<file path="src/rtl/srl_fifo_rd.sv">
`timescale 1ns/1ps
// Purpose : read-side drain for an SRL delay line; a ce-driven write stream is
//           captured in a reset-free shift array and presented oldest-first
//           through a registered valid/ready output stage.
// Latency : one cycle from an accepted write into an empty stage to dout_valid;
//           sustains one word per cycle while dout_ready stays high.
// Backpressure: while dout_valid && !dout_ready, dout/dout_valid hold and writes
//           keep filling the shift array; once it is full, ce drops the word and
//           sets the sticky overflow flag.
//
// Ports:
//   clk, rst        rising-edge clock, asynchronous active-high reset
//   ce, din         write strobe and data (accepted when ce && !full)
//   full            shift array holds DEPTH words
//   dout_valid/dout/dout_ready  registered output handshake
//   level           words held, shift array plus output register
//   overflow        sticky: a write was attempted while full
module srl_fifo_rd #(
    parameter int DATA_WIDTH = 16,
    parameter int DW         = DATA_WIDTH * 2,
    parameter int DEPTH      = 32,
    parameter int AW         = $clog2(DEPTH)
) (
    input  logic          clk,
    input  logic          rst,
    input  logic          ce,
    input  logic [DW-1:0] din,
    output logic          full,
    output logic [DW-1:0] dout,
    output logic          dout_valid,
    input  logic          dout_ready,
    output logic [AW+1:0] level,
    output logic          overflow
);

    // Shift array: newest word at mem[0], oldest at mem[count-1].
    logic [DW-1:0] mem [DEPTH];
    logic [AW:0]   count;
    logic [AW:0]   count_nxt;

    logic          wr;
    logic          load;
    logic          have_stored;
    logic [AW-1:0] rd_idx;
    logic [DW-1:0] rd_dat;

    assign full        = (count == (AW+1)'(DEPTH));
    assign wr          = ce && !full;
    assign have_stored = (count != '0);

    // Oldest word is read from the pre-shift array; the index is only
    // meaningful when have_stored is true.
    assign rd_idx = AW'(count - (AW+1)'(1));
    assign rd_dat = mem[rd_idx];

    // The output register may take a new word when it is empty or being
    // consumed this cycle, and there is a source: a stored word or a
    // write arriving into an empty array (bypass).
    assign load = (have_stored || wr) && (!dout_valid || dout_ready);

    // No reset and no parallel load so the array maps onto shift-register
    // primitives.
    always_ff @(posedge clk) begin
        if (wr) begin
            mem[0] <= din;
            for (int i = 1; i < DEPTH; i++) begin
                mem[i] <= mem[i-1];
            end
        end
    end

    // A write that coincides with a load leaves count unchanged: either the
    // written word enters while the oldest leaves, or it bypasses the array.
    // A load without a write can only come from a stored word.
    always_comb begin
        count_nxt = count;
        if (wr && !load) begin
            count_nxt = count + (AW+1)'(1);
        end else if (!wr && load) begin
            count_nxt = count - (AW+1)'(1);
        end
    end

    always_ff @(posedge clk or posedge rst) begin
        if (rst) begin
            count      <= '0;
            dout       <= '0;
            dout_valid <= 1'b0;
            overflow   <= 1'b0;
        end else begin
            count <= count_nxt;
            if (load) begin
                dout       <= have_stored ? rd_dat : din;
                dout_valid <= 1'b1;
            end else if (dout_valid && dout_ready) begin
                // Consumed with nothing behind it; dout keeps its last value.
                dout_valid <= 1'b0;
            end
            if (ce && full) begin
                overflow <= 1'b1;
            end
        end
    end

    assign level = {1'b0, count} + (AW+2)'(dout_valid);

endmodule

</file>
<file path="config.mk">
export PLATFORM = sky130hd
export DESIGN_NAME = srl_fifo_rd
export DESIGN_NICKNAME = d
export VERILOG_FILES = /design/src/rtl/srl_fifo_rd.sv
export SDC_FILE = /design/constraint.sdc
export NUM_CORES = 1
export LEC_CHECK = 0
export ABC_AREA = 1
export BUFFER_PORTS_ARGS = -buffer_cell sky130_fd_sc_hd__buf_2
export CAP_MARGIN = 20
export CORE_UTILIZATION = 56
export CTS_CLUSTER_DIAMETER = 150
export DETAILED_ROUTE_END_ITERATION = 10
export MAX_ROUTING_LAYER = met4
export PLACE_DENSITY = 0.75
export SLEW_MARGIN = 20
export SYNTH_ARGS = -nofsm -noshare
export SYNTH_HDL_FRONTEND = slang
export SYNTH_SLANG_ARGS = --single-unit
</file>
<file path="constraint.sdc">
create_clock -name clk -period 53 [get_ports clk]
set_input_delay 0 -clock clk [delete_from_list [all_inputs] [get_ports clk]]
set_output_delay 0 -clock clk [all_outputs]
set_load 0.005 [all_outputs]
</file>
==> metrics.cfg <==
[outcome]
status=finished, final reports clean

[power_and_ir_drop]
combPwrFrac_pct=39.1
switchingPower_mw=1.290
clkPwrFrac_pct=23.0
intPower_mw=1.896
seq_power_share_pct=38.0
p_leak_nw=18.53
swShare_pct=40.50
power_density_nw_per_um2=66.51
peakVddDrop_uv=71.47

[floorplan]
start_util_pct=56.80
die_h_um=280.3
die_w_um=280.3
rows=101
io_pins=78
coreArea_um2=76330
die-area_um2=78540

[clock_network]
cts_max_level=3
clock_latency_ps=660
clkSinkCount=1064
cts_tree=yes
cts_buffer_depth=3
cts.repair.resized=0
clock-root-buffer=clkbuf_16
clk_pin_slew_ps=70
cts_setup_buffers=0
numCtsBuffers=102

[global_route]
grt_max_degree=227
antenna_found_initial=0
grt_overflow=0
grt_usage_pct=24.44
grt_pass1_vias=26140
grt_pass1_wl_um=147000

[place]
portBuffers=77
gp_congestion=0.7852
hpwl_um=46370
postPlaceCellArea_um2=44160

[timing]
period_minus_slack_ps=5849
hold_violations=0
rsz0062_at_grt=no
maxSlewViolCount=0
max-slew-margin-rel_pct=23.62
min_period_over_period_pct=11.04
clock.fmax_mhz=171.0
setup_viol=0
worst_pin_slew_ps=1146
fin_setup_tns_ps=0
fin_worst_skew_ps=29.94

[setup_path]
timing.rr.start=count[0]
critPathRequiredTime_ps=53280
timing.rr.end=mem[29][16]
reg2reg_depth=10
critPathKind=reg -> reg
start_kind=flip-flop
r2r_slack_ps=47150
arrival_ps=6130
cp_max_fo=184
end_kind=flip-flop

[synthesis]
ys_ff_latch=1064
netlist_area_um2=43360
yosys_warnings=0
synth_top_area_cell=edfxtp_1
synth_fp_nets=3782
syn_area_per_cell_um2=11.59
synth.top_cell.area_share_pct=70.92
synth.area.top_cells=edfxtp_1, nand2_1, nand3_1, dfrtp_1, buf_2
synth_cells=3740
ys_types=28
ys_seq_area_share_pct=73.23

[route]
routedWlPerCell_um=19.09
drc=0
routed_wl_um=93170
dr.pass1.iters=5
antenna_left=0
via_count=28020
drtIter0Drc=3349
via_per_inst=5.741

[worst_hold_path]
hold_class=in -> async

[final_layout]
final_cell_mix=nand2_1, edfxtp_1, nand3_1, clkbuf_16, buf_2
drive_above_1_share_pct=7.349
area_growth_pct=10.50
postLayoutCellArea_um2=47910
final_common_cell=nand2_1
diodes=0
finalNetCount=3805
num-fill-cells=5664
multiInputGateArea_um2=10320
final_util_pct=62.77
ff_latch_area_um2=31750

[job]
maxCapViolCount=0

==> power by group through the flow <==
stage / combinational (mW) / sequential, mW / clock, mW
final: 1.24 / 1.21 / 0.732
after global routing: 1.38 / 1.23 / 0.771
after CTS: 1.24 / 1.21 / 0.742
after detailed placement: 1.23 / 1.22 / 0
after global placement: 1.21 / 1.22 / 0
after floorplan: 0.902 / 1.36 / 0
==> worst max path at each step <==
| stage | from | endpoint | depth (start not counted) |
|---|---|---|---|
| after CTS | count[0] | mem[23][22] | 9 |
| final | count[0] | mem[29][16] | 10 |
| after detailed placement | count[0] | mem[25][16] | 9 |
| after floorplan | count[0] | count[3] | 13 |
| after global placement | count[0] | mem[25][16] | 9 |
| after global routing | count[0] | mem[25][17] | 10 |
==> critical path, cell delays in order (launching register included) <==
cell	delay, ps
dfrtp_4	870
inv_8	400
ha_4	320
nand2_2	90
nor3_1	90
nor2_4	120
buf_12	350
buf_16	520
buf_4	740
buf_4	870
buf_12	730
==> cells in the mapped netlist <==
cell      count
buf_1        21
nand2_1    1545
nor3_4        1
xnor2_2       1
a31oi_1       1
nor3_1        3
edfxtp_1   1024
nand3_1     742
ha_1          6
buf_2       132
dfrtp_1      40
buf_6        23
nor2_2        1
xnor2_1       1
a21o_1        1
buf_4        12
nor2_1       39
inv_1        11
xor2_1        7
nand2_2       3
a22o_1        1
clkbuf_1     43
o22ai_1       1
a21oi_1      66
nor2_4        2
nand4_1       1
o21ai_0       5
inv_2         7
==> through the flow <==
| stage | std cells | total power, mW | setup slack [ps] | hold slack, ps |
|---|---|---|---|---|
| global route | 4881 | 3.383 | 46800 | 66.97 |
| detailed placement | 4653 | 2.449 | 47200 | 197.3 |
| CTS | 4880 | 3.189 | 47220 | 43.93 |
| finish | 4881 | 3.186 | 47150 | 56.62 |
| global placement | 4653 | 2.424 | 47270 | 192.5 |
| floorplan | 3740 | 2.264 | 3689 | 98.87 |
==> flip-flops by register name, summed over array words and instances (netlist names) <==
| register | count |
|---|---|
| dout | 32 |
| dout_valid | 1 |
| mem | 1024 |
| count | 6 |
| overflow | 1 |
==> kinds of logic after synthesis <==
logic type / after synthesis / synth area share [%]
AOI/OAI and AO/OA: 75 / 0.8860
and+or+nand+nor: 2337 / 22.47
adders and majority gates: 6 / 0.1731
xor gates and xnor gates: 9 / 0.1991
buffers and inverters: 249 / 3.039
DFF: 1064 / 73.23
==> what timing repair did <==
item                                    in CTS  in global routing
hold endpoints to repair                   106                  0
endpoints found under the setup margin       0                  0
hold buffers                                35                  0
==> layout make-up <==
class / instances / area share, %
Timing Repair Buffer: 150 / 2.277
Sequential cell: 1064 / 66.28
Clock inverter: 60 / 1.274
Tap cell: 1030 / 2.690
Clock buffer: 132 / 5.756
Inverter: 18 / 0.1776
Multi-Input combinational cell: 2427 / 21.54
==> routing by layer <==
layer / up-vias / track usage, % / wire length, um
met1: 13540 / 36.40 / 40560
met5: - / - / 0
met2: 1320 / 35.54 / 43020
li1: 13020 / - / -
met4: 0 / 6.627 / 1752
met3: 151 / 3.431 / 7831
Power figures use the tool's default switching activity.
